`src/rtl/rld_fifo_write_arbiter.sv`:
```
// rld_fifo_write_arbiter: round-robin burst writer from per-queue ingress FIFOs to the RLDRAM write path.
// Latency: grant 1 cycle after eligibility; write word registered 1 cycle after its issue.
// Backpressure: mem_ready low holds the burst with no pop; an empty granted queue also stalls unless padding.
// Optional feature: define RLD_WR_PAD_EN to complete short packet-end bursts with zero pad words.
module rld_fifo_write_arbiter #(
  parameter int TDATA_WIDTH    = 32,
  parameter int NUM_QUEUES     = 4,
  parameter int QUEUE_ID_WIDTH = 2,
  parameter int BURST_LEN      = 4,
  localparam int W             = 8*TDATA_WIDTH+9
) (
  input  logic                        clk,
  input  logic                        reset,
  input  logic [NUM_QUEUES*W-1:0]     din,
  input  logic [NUM_QUEUES-1:0]       din_empty,
  input  logic [NUM_QUEUES-1:0]       din_burst_ready,
  output logic [NUM_QUEUES-1:0]       din_rd_en,
  input  logic [NUM_QUEUES-1:0]       mem_queue_full,
  input  logic                        mem_ready,
  output logic [W-1:0]                dout,
  output logic                        dout_valid,
  output logic                        dout_pad,
  output logic [QUEUE_ID_WIDTH-1:0]   dout_queue_id,
  output logic                        burst_start,
  output logic [NUM_QUEUES-1:0]       burst_inc
);

  localparam int CNT_W = $clog2(BURST_LEN) + 1;

`ifdef RLD_WR_PAD_EN
  localparam bit PAD_EN = 1'b1;
`else
  localparam bit PAD_EN = 1'b0;
`endif

  typedef enum logic {IDLE, BURST} state_t;

  state_t                      state_q, state_d;
  logic [QUEUE_ID_WIDTH-1:0]   grant_q, grant_d;
  logic [QUEUE_ID_WIDTH-1:0]   last_grant_q, last_grant_d;
  logic [CNT_W-1:0]            word_cnt_q, word_cnt_d;
  logic [W-1:0]                dout_q, dout_d;
  logic                        dout_valid_q, dout_valid_d;
  logic                        dout_pad_q, dout_pad_d;
  logic [QUEUE_ID_WIDTH-1:0]   dout_queue_id_q, dout_queue_id_d;
  logic                        burst_start_q, burst_start_d;
  logic [NUM_QUEUES-1:0]       burst_inc_q, burst_inc_d;

  logic [NUM_QUEUES-1:0]       eligible;
  logic [NUM_QUEUES-1:0]       grant_oh;
  logic [W-1:0]                head_word;
  logic                        head_avail;
  logic                        issue;
  logic                        last_word;
  logic                        found;

  // Queue index offset positions after base, wrapping at NUM_QUEUES.
  function automatic logic [QUEUE_ID_WIDTH-1:0] rr_idx(input logic [QUEUE_ID_WIDTH-1:0] base,
                                                       input int off);
    return QUEUE_ID_WIDTH'((int'(base) + off) % NUM_QUEUES);
  endfunction

  // Decode the granted queue and decide whether a word goes out this cycle.
  always_comb begin
    eligible   = din_burst_ready & ~din_empty & ~mem_queue_full;
    grant_oh   = '0;
    grant_oh[grant_q] = 1'b1;
    head_avail = ~din_empty[grant_q];
    head_word  = din[int'(grant_q)*W +: W];
    issue      = (state_q == BURST) && mem_ready && (head_avail || PAD_EN);
    last_word  = (word_cnt_q == CNT_W'(BURST_LEN-1));
  end

  // Pop only real words of the granted queue.
  assign din_rd_en = (issue && head_avail) ? grant_oh : '0;

  // Next-state: round-robin grant in IDLE, word issue and burst completion in BURST.
  always_comb begin
    state_d         = state_q;
    grant_d         = grant_q;
    last_grant_d    = last_grant_q;
    word_cnt_d      = word_cnt_q;
    dout_d          = dout_q;
    dout_valid_d    = 1'b0;
    dout_pad_d      = 1'b0;
    dout_queue_id_d = dout_queue_id_q;
    burst_start_d   = 1'b0;
    burst_inc_d     = '0;
    found           = 1'b0;
    if (state_q == IDLE) begin
      for (int i = 1; i <= NUM_QUEUES; i++) begin
        if (!found && eligible[rr_idx(last_grant_q, i)]) begin
          found   = 1'b1;
          grant_d = rr_idx(last_grant_q, i);
        end
      end
      if (found) begin
        last_grant_d = grant_d;
        word_cnt_d   = '0;
        state_d      = BURST;
      end
    end else if (issue) begin
      dout_d          = head_avail ? head_word : '0;
      dout_valid_d    = 1'b1;
      dout_pad_d      = ~head_avail;
      dout_queue_id_d = grant_q;
      burst_start_d   = (word_cnt_q == '0);
      if (last_word) begin
        burst_inc_d = grant_oh;
        word_cnt_d  = '0;
        state_d     = IDLE;
      end else begin
        word_cnt_d = word_cnt_q + 1'b1;
      end
    end
  end

  // State and registered outputs; reset abandons any partial burst.
  always_ff @(posedge clk or posedge reset) begin
    if (reset) begin
      state_q         <= IDLE;
      grant_q         <= '0;
      last_grant_q    <= QUEUE_ID_WIDTH'(NUM_QUEUES-1);
      word_cnt_q      <= '0;
      dout_q          <= '0;
      dout_valid_q    <= 1'b0;
      dout_pad_q      <= 1'b0;
      dout_queue_id_q <= '0;
      burst_start_q   <= 1'b0;
      burst_inc_q     <= '0;
    end else begin
      state_q         <= state_d;
      grant_q         <= grant_d;
      last_grant_q    <= last_grant_d;
      word_cnt_q      <= word_cnt_d;
      dout_q          <= dout_d;
      dout_valid_q    <= dout_valid_d;
      dout_pad_q      <= dout_pad_d;
      dout_queue_id_q <= dout_queue_id_d;
      burst_start_q   <= burst_start_d;
      burst_inc_q     <= burst_inc_d;
    end
  end

  assign dout          = dout_q;
  assign dout_valid    = dout_valid_q;
  assign dout_pad      = PAD_EN ? dout_pad_q : 1'b0;
  assign dout_queue_id = dout_queue_id_q;
  assign burst_start   = burst_start_q;
  assign burst_inc     = burst_inc_q;

endmodule

```
`config.mk`:
```
export PLATFORM = sky130hd
export DESIGN_NAME = rld_fifo_write_arbiter
export DESIGN_NICKNAME = d
export VERILOG_FILES = /design/src/rtl/rld_fifo_write_arbiter.sv
export SDC_FILE = /design/constraint.sdc
export NUM_CORES = 1
export LEC_CHECK = 0
export BUFFER_PORTS_ARGS = -buffer_cell sky130_fd_sc_hd__clkbuf_2
export CORE_AREA = 2 2 533 535
export DETAILED_ROUTE_END_ITERATION = 8
export DIE_AREA = 0 0 535 537
export PLACE_DENSITY = 0.32
export SLEW_MARGIN = 20
export SYNTH_ARGS = -nofsm -noshare
export SYNTH_HDL_FRONTEND = slang
export SYNTH_SLANG_ARGS = --single-unit
```
`constraint.sdc`:
```
create_clock -name clk -period 8.8 [get_ports clk]
set_input_delay 0 -clock clk [delete_from_list [all_inputs] [get_ports clk]]
set_output_delay 0 -clock clk [all_outputs]
set_load 0.02 [all_outputs]
```
## Word level (Yosys, flattened, before mapping)

Index checks and enable logic that the tools add are counted.

| storage, ports and cells | value |
|---|---|
| logic and storage cells | 86 |
| input port bits | 1075 |
| bits in registers | 281 |
| output and inout port bits | 278 |

| cells by class | value |
|---|---|
| order comparisons | 6 |
| reductions and logical operators | 15 |
| $add $sub $neg | 5 |
| equality and inequality tests | 2 |
| multiply operators | 1 |
| bitwise gates (word level) | 6 |
| multiplexer cells | 41 |
| shifts and indexed selects | 1 |

Operator list:

| kind | number |
|---|---|
| 1060-bit by 12-bit indexed part select with 265-bit output | 1 |
| 265-bit 2-to-1 mux | 1 |
| 1-bit 2-to-1 mux | 22 |
| 4-bit 2-to-1 mux | 4 |
| 2-bit by 3-bit < comparator with 1-bit output, second input constant | 5 |
| 3-bit 2-to-1 mux | 4 |
| 2-bit by 9-bit multiplier with 11-bit output, second input constant | 1 |
| 1-bit binary-select mux with 2-bit select | 5 |
| 4-bit AND | 2 |
| 2-bit 2-to-1 mux | 4 |
| 4-bit inverter | 2 |
| 1-bit logical AND | 7 |
| 2-bit AND reduction | 3 |
| 2-bit by 1-bit adder with 2-bit output, second input constant | 2 |
| 2-bit adder, second input constant | 2 |
| 3-bit by 1-bit adder with 3-bit output, second input constant | 1 |
| 3-bit by 2-bit equality test with 1-bit output, second input constant | 1 |
| 1-bit zero test | 3 |
| 3-bit zero test | 1 |
| 1-bit demux with 2-bit select | 1 |
| 2-bit by 1-bit >= comparator with 1-bit output, second input constant | 1 |
| 2-bit by 1-bit != test with 1-bit output, second input constant | 1 |
| 1-bit inverter | 2 |
| 2-bit nonzero test | 1 |

## Longest topological paths before layout

Gate-level depths: netlist of run 1.

| depth | value |
|---|---|
| word-level depth | 21 |
| depth in mapped cells | 9 |
| mapped depth without buffers | 7 |

## Worst setup path after synthesis of run 1

Ideal clock, no wire load.

| timing path | value |
|---|---|
| path type | register -> output |
| from | register grant_q[1] |
| to | output port din_rd_en[0] |
| required time | 8.800 ns |
| arrival | 1.821 ns |
| cell stages (with the launch flop) | 7 |
| setup slack | 6.979 ns |
| path through | dfrtp_1 -> mux2_1 -> a21oi_2 -> o21ai_2 -> buf_2 -> clkbuf_1 -> nor3_1 |

| between the ends | value |
|---|---|
| longest elaborated chain between the ends | 6 |
| elaborated cells between the ends (all ways) | 11 |

Ends and longest elaborated chain:

| element | RTL line | text |
|---|---|---|
| from (decl) | 39 | `logic [QUEUE_ID_WIDTH-1:0] grant_q, grant_d;` |
| from (signal assigned) | 133 | `grant_q <= grant_d;` |
| branches (longest 5 deep; another with 2-bit by 3-bit < comparator with 1-bit output) | -- |  |
| 4-bit 2-to-1 mux * | 75 | `assign din_rd_en = (issue && head_avail) ? grant_oh : '0;` |
| to (decl) | 17 | `output logic [NUM_QUEUES-1:0] din_rd_en,` |

Mark *: on every way between the ends. The select of a mux whose other input is x is not followed.

## Worst setup path in the final report of run 1

| timing path | value |
|---|---|
| from | register grant_q[0] |
| to | register dout_q[127], in the netlist dout[127] |

| between the ends | value |
|---|---|
| longest elaborated chain between the ends | 5 |
| elaborated cells between the ends (all ways) | 8 |

Ends and longest elaborated chain:

| element | RTL line | text |
|---|---|---|
| branches (longest 5 deep; another with 2-bit by 9-bit multiplier with 11-bit output) | -- |  |
| to (signal assigned) | 136 | `dout_q <= dout_d;` |
| to (decl) | 42 | `logic [W-1:0] dout_q, dout_d;` |

Several ways; the timed one is not identified. The select of a mux whose other input is x is not followed.
A chain may end at the register's enable or synchronous reset.

==> results by group, run 1 <==
Power
  – Seq pwr share: 0.211
  – Internal power: 6100 uW
  – Clk pwr share: 0.184
  – Combinational share of power: 0.605
  – Maximum VDD drop: 156 uV
  – P_leak: 0.0167 uW
  – Pwr Density: 324 mW/mm2
  – Switching share of power: 0.471
  – Net switching power: 5430 uW

STA
  – Fmax: 253 MHz
  – Setup Viol. Count Final: 0
  – Slew at the pin closest to its max-slew limit: 0.921 ns
  – Post-Route Skew: 0.0471 ns
  – Min setup slack post-route: 4.84 ns
  – RSZ-0062 raised after global routing: no
  – Fin. Hold Viols: 0
  – Tmin final: 3.96 ns
  – Slew Limit Headroom: 0.386
  – Setup_tns: 0 ns
  – Pins over their slew limit: 0
  – Fin crit share: 0.450

Setup path
  – CP Capture Type: register
  – Delay-heaviest family, CP: buffers and inverters
  – Startpoint Class: register
  – WS Path Type: reg -> reg
  – Buf/Inv on CP: 4
  – Reg2reg start: grant_q[0]$_DFFE_PP0N_
  – Required @ worst endpoint: 9.34 ns
  – Crit path max-delay cell type: dfrtp_4
  – Worst-path cell chain: buf_4, buf_4, buf_12, mux4_2, dlygate4sd3_1, nand2_1, nand2_1
  – Crit-path max cell delay: 0.86 ns
  – Crit path max fanout: 30
  – Worst R2R Setup Slack: 4.84 ns
  – Worst setup path start: grant_q[0]$_DFFE_PP0N_
  – Arrival time worst endpoint: 4.50 ns

Die
  – Die Span Y: 537 um
  – I/O pin count: 1353
  – DIE AREA: 0.287 mm2
  – Initial Util: 0.0616
  – Cell Rows: 195
  – Horiz. Die Dim: 535 um
  – Core Area: 0.281 mm2

Global routing
  – Global-route usage over all layers: 0.129
  – Number of global-route vias before repair: 23100
  – GRT overflow: 0
  – Initial antenna violation count: 170
  – Largest net degree at the start of global routing: 109
  – First-pass GRT wire length: 241000 um

Yosys
  – Netlist cell types: 48
  – Register bit total from synthesis: 281
  – Syn Nets: 2653
  – Mapped Avg Cell Area: 11.0 um2
  – Sequential-to-total area share from yosys stat: 0.406
  – Synth async-reset ratio: 1.00
  – Netlist Area Pre-Place: 0.0173 mm2
  – Post-synth EDFFs: 0
  – Ys Warns: 0
  – Mapped Cells: 1576
  – Synth Flop Type: dfrtp_1

Clocking
  – Number of setup buffers added after CTS: 0
  – Post-CTS Hold Buffers: 547
  – TritonCTS sink count: 281
  – Clk slew on worst S/H paths: 0.06 ns
  – Post-CTS Resized: 0
  – CTS buffer count: 46
  – H-tree depth: 2
  – Max Buffers Root-to-Sink: 3
  – CTS tree: yes
  – Worst-Skew Late Latency: 0.69 ns
  – Root buf cell: clkbuf_16

Cells and area
  – Synth-to-Final Area Change: 105%
  – Fin util: 0.127
  – Most common cell after layout, fill and taps aside: clkbuf_2
  – Most frequent cells in the layout: clkbuf_2 (1351), nand2_1 (803), dlygate4sd3_1 (547)
  – Ratio of cells with drive above 1 in the final layout: 0.500
  – Final net count: 4495
  – Final instance area: 0.0356 mm2

Placement
  – DP HPWL: 169000 um
  – Port Buffer Count: 1351
  – Pre-CTS setup slack: 4.92 ns
  – Placer Congestion: 0.952
  – Cell Area, Placed: 0.0284 mm2

Drt
  – 1st-iter DRT viols: 1108
  – Routed vias: 21600
  – Via density: 2.98
  – Antenna viol nets, final: 0
  – Detailed-router iteration count before antenna repair: 5
  – Routed WL: 193000 um
  – Routed wire length per instance: 26.6 um
  – DRC violations left: 0

Worst hold path
  – HP Class: in -> reg
  – Hold wc startpoint: mem_queue_full[0]

Job
  – Max-cap violations: 0

Run status
  – Outcome: finished, final reports clean
==> flip-flops by register name, indices dropped and copies added (netlist names) <==
| name | flops |
|---|---|
| dout | 265 |
| dout_valid | 1 |
| burst_start | 1 |
| last_grant_q | 2 |
| word_cnt_q | 3 |
| dout_queue_id | 2 |
| grant_q | 2 |
| state_q | 1 |
| burst_inc | 4 |
==> path summary, 6_finish.rpt <==
| check | end | cells after the start |
|---|---|---|
| min | grant_q[0]$_DFFE_PP0N_ | 7 |
| min reg2reg | dout[57]$_DFFE_PP0P_ | 2 |
| max in group asynchronous | dout[253]$_DFFE_PP0P_ | 6 |
| max reg2reg | dout[127]$_DFFE_PP0P_ | 7 |
| max | dout[127]$_DFFE_PP0P_ | 7 |
| min in group asynchronous | dout[59]$_DFFE_PP0P_ | 4 |
==> through the flow <==
| step | hold WS (ns) | power [uW] | cells |
|---|---|---|---|
| after floorplan | 0.323 | 5680 | 1576 |
| after global placement | 0.238 | 8680 | 6565 |
| after detailed placement | 0.241 | 8680 | 6566 |
| after CTS | 0.0142 | 11900 | 7197 |
| after global routing | 0.110 | 12400 | 7220 |
| final | 0.136 | 11500 | 7250 |
==> synthesized netlist by cell type (3+ instances only) <==
| cell type | instances | area [um2] |
|---|---|---|
| o21ai_1 | 4 | 20.0 |
| o21ai_0 | 5 | 25.0 |
| inv_1 | 5 | 18.8 |
| a21oi_1 | 7 | 35.0 |
| clkbuf_1 | 25 | 93.8 |
| nor4_1 | 5 | 31.3 |
| a21o_1 | 3 | 22.5 |
| buf_2 | 67 | 335 |
| nor2b_1 | 5 | 31.3 |
| or3b_1 | 4 | 35.0 |
| dfrtp_1 | 279 | 6980 |
| nand2_1 | 803 | 3010 |
| nor3b_2 | 3 | 37.5 |
| buf_4 | 26 | 195 |
| o22ai_1 | 3 | 18.8 |
| nor2_1 | 8 | 30.0 |
| mux4_2 | 265 | 5970 |
| nand3_1 | 5 | 25.0 |
| buf_1 | 9 | 33.8 |
| nor3_1 | 6 | 30.0 |
==> worst min-delay path: stages <==
cell and delay, ns:
clkbuf_2 0.12, nor3b_4 0.08, o21ai_1 0.08, a32oi_1 0.13, o2bb2ai_1 0.17, a21oi_1 0.14
a21oi_1 0.07
==> cells by family after synthesis <==
logic type | after synthesis | synth area share
and+or+nand+nor | 851 | 0.192
other | 1 | 0.000216
AOI/OAI and AO/OA | 38 | 0.0146
adders and majority gates | 2 | 0.00144
buffers and inverters | 135 | 0.0402
DFF | 281 | 0.406
muxes | 268 | 0.346
==> area by class of cell <==
cell class	instances	area, um2
inverters	6	37.5
well taps	3743	4680
fillers	32500	246000
multi-input cells	1160	9620
repair buffers	1923	12500
diodes	53	133
clock buffers	67	1340
flip-flops and latches	281	7040
clock inverters	17	310
==> power by group through the flow <==
stage          Clock [uW]  Sequential, uW  Combinational, uW
2_1_floorplan           0            2980               2700
3_3_place_gp            0            2460               6210
3_5_place_dp            0            2470               6210
4_1_cts              2250            2460               7240
5_1_grt              2270            2530               7610
6_report             2120            2430               6980
==> metal layers <==
metal  vias to the layer above  global-route usage  part of all wire
met2                      1248               0.207              0.45
li1                       9312                   -                 -
met4                       106              0.0373             0.033
met3                       339              0.0788              0.15
met5                         -                   0            0.0037
met1                     10600               0.141              0.37
Note: power is estimated with default switching activity, not from simulation.
==> run 2: changes to the inputs <==
--- a/config.mk
+++ b/config.mk
@@ -6,10 +6,10 @@
 export NUM_CORES = 1
 export LEC_CHECK = 0
 export BUFFER_PORTS_ARGS = -buffer_cell sky130_fd_sc_hd__clkbuf_2
-export CORE_AREA = 2 2 533 535
+export CORE_AREA = 2 2 529 531
 export DETAILED_ROUTE_END_ITERATION = 8
-export DIE_AREA = 0 0 535 537
-export PLACE_DENSITY = 0.32
+export DIE_AREA = 0 0 531 533
+export PLACE_DENSITY = 0.33
 export SLEW_MARGIN = 20
 export SYNTH_ARGS = -nofsm -noshare
 export SYNTH_HDL_FRONTEND = slang
==> constraint.sdc (replaced) <==
create_clock -name clk -period 3.5 [get_ports clk]
set_input_delay 0 -clock clk [delete_from_list [all_inputs] [get_ports clk]]
set_output_delay 0 -clock clk [all_outputs]
set_load 0.02 [all_outputs]
==> run 2 against run 1 <==
Net effect: non-clock buffer count up 16; sequential cell count did not move; core utilization up 0.26 points; clock power rose to 2.5 times the previous value; critical path type unchanged.
==> results by group, run 2 (synthesized netlist as in run 1, its figures left out) <==
Power
  – Clk pwr share: 0.183
  – Switching share of power: 0.466
  – Internal power: 15500 uW
  – Total power: 29100 uW
  – Seq pwr share: 0.205
  – Combinational share of power: 0.611
  – Net switching power: 13600 uW
  – P_leak: 0.0168 uW
  – Pwr Density: 810 mW/mm2
  – Maximum VDD drop: 491 uV

Clocking
  – Post-CTS Hold Buffers: 546
  – Clk slew on worst S/H paths: 0.06 ns
  – Number of setup buffers added after CTS: 0
  – Post-CTS Resized: 0
  – TritonCTS sink count: 281
  – Root buf cell: clkbuf_16
  – Max Buffers Root-to-Sink: 3
  – CTS buffer count: 47
  – Worst-Skew Late Latency: 0.69 ns
  – H-tree depth: 2
  – CTS tree: yes

Die
  – Core Area: 0.278 mm2
  – Die Span Y: 533 um
  – Cell Rows: 194
  – Initial Util: 0.0624
  – DIE AREA: 0.283 mm2
  – I/O pin count: 1353
  – Horiz. Die Dim: 531 um

Drt
  – Routed WL: 206000 um
  – Routed vias: 22200
  – Routed wire length per instance: 28.3 um
  – Antenna viol nets, final: 0
  – DRC violations left: 0
  – Via density: 3.06
  – Detailed-router iteration count before antenna repair: 5
  – 1st-iter DRT viols: 1575

STA
  – Tmin final: 3.06 ns
  – Fmax: 327 MHz
  – Pins over their slew limit: 0
  – Fin crit share: 0.873
  – RSZ-0062 raised after global routing: no
  – Fin. Hold Viols: 0
  – Setup Viol. Count Final: 0
  – Slew Limit Headroom: 0.231
  – Slew at the pin closest to its max-slew limit: 1.15 ns
  – Post-Route Skew: 0.0461 ns
  – Hold_ws: 0.116 ns

Setup path
  – Arrival time worst endpoint: 3.60 ns
  – Required @ worst endpoint: 4.04 ns
  – Reg2reg start: grant_q[0]$_DFFE_PP0N_
  – Worst reg2reg path depth: 6
  – CP Capture Type: register
  – WS Path Type: reg -> reg
  – Worst R2R Setup Slack: 0.44 ns
  – Crit path max fanout: 48
  – Startpoint Class: register
  – Reg2reg end: dout[105]$_DFFE_PP0P_

Global routing
  – GRT overflow: 0
  – Number of global-route vias before repair: 23100
  – Initial antenna violation count: 245
  – Largest net degree at the start of global routing: 106
  – Global-route usage over all layers: 0.140
  – First-pass GRT wire length: 254000 um

Cells and area
  – Most common cell after layout, fill and taps aside: clkbuf_2
  – Area taken by flip-flops and latches: 0.00704 mm2
  – Area occupied by multi-input gates: 0.00962 mm2
  – Max FFs per register: 265
  – Fillers: 32000
  – Synth-to-Final Area Change: 107%
  – Ratio of cells with drive above 1 in the final layout: 0.504
  – Final net count: 4512
  – Final instance area: 0.0359 mm2
  – Most frequent cells in the layout: clkbuf_2 (1351), nand2_1 (803), dlygate4sd3_1 (546)

Placement
  – Cell Area, Placed: 0.0286 mm2
  – Placer Congestion: 0.927
  – DP HPWL: 181000 um
  – Port Buffer Count: 1351

Job
  – Max-cap violations: 0

Worst hold path
  – Worst hold path depth: 5
  – HP Class: in -> reg
  – End of the worst hold path: last_grant_q[1]$_DFFE_PP1P_
  – Hold wc startpoint: mem_queue_full[0]

Run status
  – Outcome: finished, final reports clean
[run 2: power by group through the flow]
| stage | combinational (uW) | clock, uW | sequential [uW] |
|---|---|---|---|
| floorplan | 6790 | 0 | 7480 |
| global placement | 15700 | 0 | 6010 |
| detailed placement | 15700 | 0 | 6020 |
| CTS | 18300 | 5660 | 6010 |
| global route | 19200 | 5690 | 6180 |
| finish | 17800 | 5330 | 5980 |
[run 2: per-stage QoR]
stage	TNS (ns)	cells	utilization	setup WS [ns]
finish	0	7272	0.129	0.443
detailed placement	0	6564	0.103	0.922
floorplan	-61.29	1576	-	-0.220
CTS	0	7195	0.129	0.304
global placement	0	6564	0.103	0.962
global route	0	7234	0.129	0.286
[run 2: worst max path at each step]
| stage | start | end | slack, ns | cells past startpoint |
|---|---|---|---|---|
| finish | grant_q[0]$_DFFE_PP0N_ | dout[105]$_DFFE_PP0P_ | 0.44 | 6 |
| global route | grant_q[0]$_DFFE_PP0N_ | dout[105]$_DFFE_PP0P_ | 0.29 | 6 |
| CTS | grant_q[1]$_DFFE_PP0N_ | dout[33]$_DFFE_PP0P_ | 0.30 | 6 |
| detailed placement | grant_q[1]$_DFFE_PP0N_ | dout[33]$_DFFE_PP0P_ | 0.92 | 5 |
| global placement | grant_q[1]$_DFFE_PP0N_ | dout[8]$_DFFE_PP0P_ | 0.96 | 5 |
| floorplan | reset | burst_inc[0]$_DFF_PP0_ | -0.22 | 1 |
[run 2: area by class of cell]
| class | count | share of cell area |
|---|---|---|
| antenna | 77 | 0.00536 |
| clock buffer | 62 | 0.0372 |
| clock inverter | 23 | 0.00815 |
| inverter | 6 | 0.000940 |
| multi-input combinational | 1160 | 0.268 |
| sequential | 281 | 0.196 |
| tap | 3724 | 0.130 |
| timing repair buffer | 1939 | 0.355 |
[run 2: critical path, stage by stage (launching register included)]
cell,delay (ns)
dfrtp_4,0.69
buf_12,0.41
mux4_2,0.56
dlygate4sd3_1,0.57
nand2_1,0.09
dlygate4sd3_1,0.56
nand2_1,0.05
[run 2: layer usage]
metal | share of wire | track usage | vias to the layer above
met5 | 0.0051 | 0 | -
met4 | 0.031 | 0.0408 | 154
met3 | 0.14 | 0.0825 | 420
met2 | 0.44 | 0.221 | 1409
met1 | 0.38 | 0.158 | 10900
li1 | - | - | 9360
==> run 3: changes to the inputs <==
==> constraint.sdc (replaced) <==
create_clock -name clk -period 3.5 [get_ports clk]
set_input_delay 0.35 -clock clk [delete_from_list [all_inputs] [get_ports clk]]
set_output_delay 0.35 -clock clk [all_outputs]
set_load 0.02 [all_outputs]
==> run 3 against run 2 <==
Net effect: die area stayed put; clock skew is 0.0076 ns lower; total power is 9.1% lower; first-iteration DRC count decreased by 13%; cell area shrank 14%; fmax up 0.99%.
==> results by group, run 3 (synthesized netlist as in run 1, its figures left out) <==
Drt
  – Routed vias: 20400
  – Antenna viol nets, final: 0
  – Via density: 3.01
  – Routed WL: 203000 um
  – 1st-iter DRT viols: 1377
  – DRC violations left: 0
  – Detailed-router iteration count before antenna repair: 5
  – Routed wire length per instance: 30.0 um

Setup path
  – Required @ worst endpoint: 3.15 ns
  – Reg2reg start: grant_q[1]$_DFFE_PP0N_
  – Crit path max fanout: 13
  – Arrival time worst endpoint: 2.68 ns
  – Reg2reg end: dout[252]$_DFFE_PP0P_
  – Startpoint Class: register
  – WS Path Type: reg -> out
  – Worst reg2reg path depth: 6
  – CP Capture Type: primary output
  – Worst R2R Setup Slack: 0.78 ns

Global routing
  – Number of global-route vias before repair: 21000
  – Initial antenna violation count: 240
  – GRT overflow: 0
  – First-pass GRT wire length: 248000 um
  – Largest net degree at the start of global routing: 121
  – Global-route usage over all layers: 0.139

Clocking
  – Worst-Skew Late Latency: 0.68 ns
  – TritonCTS sink count: 281
  – Number of setup buffers added after CTS: 0
  – CTS buffer count: 46
  – H-tree depth: 2
  – Root buf cell: clkbuf_16
  – Max Buffers Root-to-Sink: 3
  – CTS tree: yes
  – Clk slew on worst S/H paths: 0.06 ns

Placement
  – Cell Area, Placed: 0.0288 mm2
  – Pre-CTS setup slack: 0.940 ns
  – DP HPWL: 182000 um
  – Port Buffer Count: 1351
  – Placer Congestion: 0.933

Job
  – Max-cap violations: 0

STA
  – Slew at the pin closest to its max-slew limit: 0.915 ns
  – Pins over their slew limit: 0
  – Min setup slack post-route: 0.474 ns
  – Setup_tns: 0 ns
  – Setup Viol. Count Final: 0
  – Post-Route Skew: 0.0384 ns
  – Fmax: 330 MHz
  – Fin crit share: 0.865
  – Hold_ws: 0.101 ns
  – Slew Limit Headroom: 0.390
  – Tmin final: 3.03 ns
  – Fin. Hold Viols: 0
  – RSZ-0062 raised after global routing: no

Worst hold path
  – Worst hold path depth: 4
  – End of the worst hold path: dout[120]$_DFFE_PP0P_
  – Hold wc startpoint: din[915]
  – HP Class: in -> reg

Cells and area
  – Final net count: 4015
  – Area taken by flip-flops and latches: 0.00704 mm2
  – Synth-to-Final Area Change: 78.3%
  – Most frequent cells in the layout: clkbuf_2 (1351), nand2_1 (803), dfrtp_1 (277)
  – Area occupied by multi-input gates: 0.00962 mm2
  – Final instance area: 0.0309 mm2
  – Fillers: 32200
  – Fin util: 0.111
  – Most common cell after layout, fill and taps aside: clkbuf_2
  – Ratio of cells with drive above 1 in the final layout: 0.592
  – Max FFs per register: 265

Die
  – I/O pin count: 1353
  – Cell Rows: 194
  – Core Area: 0.278 mm2
  – Initial Util: 0.0624
  – Horiz. Die Dim: 531 um
  – Die Span Y: 533 um
  – DIE AREA: 0.283 mm2

Power
  – P_leak: 0.0148 uW
  – Maximum VDD drop: 475 uV
  – Pwr Density: 856 mW/mm2

Run status
  – Outcome: finished, final reports clean
-- run 3: layout make-up --
| class | count | share of cell area |
|---|---|---|
| Multi-Input combinational cell | 1160 | 0.311 |
| Timing Repair Buffer | 1443 | 0.252 |
| Sequential cell | 281 | 0.228 |
| Tap cell | 3724 | 0.151 |
| Clock buffer | 68 | 0.0459 |
| Antenna cell | 77 | 0.00623 |
| Clock inverter | 15 | 0.00522 |
| Inverter | 6 | 0.00109 |
-- run 3: power by group --
part	total, uW	leakage [uW]	switching (uW)	internal, uW
clock	5080	0.000777	2080	3000
sequential	5970	0.00347	1130	4840
combinational	15400	0.0105	9830	5550
total	26400	0.0148	13000	13400
-- run 3: worst max-delay path by stage --
stage	startpoint	to	slack (ns)	depth (start not counted)
6_report	grant_q[1]$_DFFE_PP0N_	din_rd_en[0]	0.47	7
5_1_grt	grant_q[1]$_DFFE_PP0N_	din_rd_en[0]	0.29	7
4_1_cts	grant_q[1]$_DFFE_PP0N_	din_rd_en[0]	0.34	7
3_5_place_dp	grant_q[1]$_DFFE_PP0N_	dout[128]$_DFFE_PP0P_	0.94	7
3_3_place_gp	grant_q[1]$_DFFE_PP0N_	burst_inc[0]$_DFF_PP0_	0.96	5
2_1_floorplan	reset	burst_inc[0]$_DFF_PP0_	-0.57	1
-- run 3: stage by stage --
step | cells | power (uW)
6_report | 6774 | 26400
3_5_place_dp | 6576 | 21800
3_3_place_gp | 6576 | 21800
2_1_floorplan | 1576 | 14300
5_1_grt | 6721 | 28300
4_1_cts | 6697 | 27300
-- run 3: critical path, stage by stage, from the launching register on --
cell and delay [ns]:
dfrtp_4 0.55, mux2_1 0.35, a21oi_2 0.25, o21ai_4 0.16, buf_4 0.24, nor3_1 0.17
buf_4 0.14, clkbuf_2 0.15
-- run 3: metal layers --
| layer | track usage | wire length, um |
|---|---|---|
| met2 | 0.218 | 89100 |
| met3 | 0.0890 | 31100 |
| met4 | 0.0375 | 6610 |
| met1 | 0.153 | 75600 |
| met5 | 0 | 1010 |
-- run 3: timing repair --
| action | in CTS | in global routing |
|---|---|---|
| gates resized for setup | 0 | 0 |
| hold buffers | 38 | 0 |
| endpoints found under the hold margin | 32 | 0 |
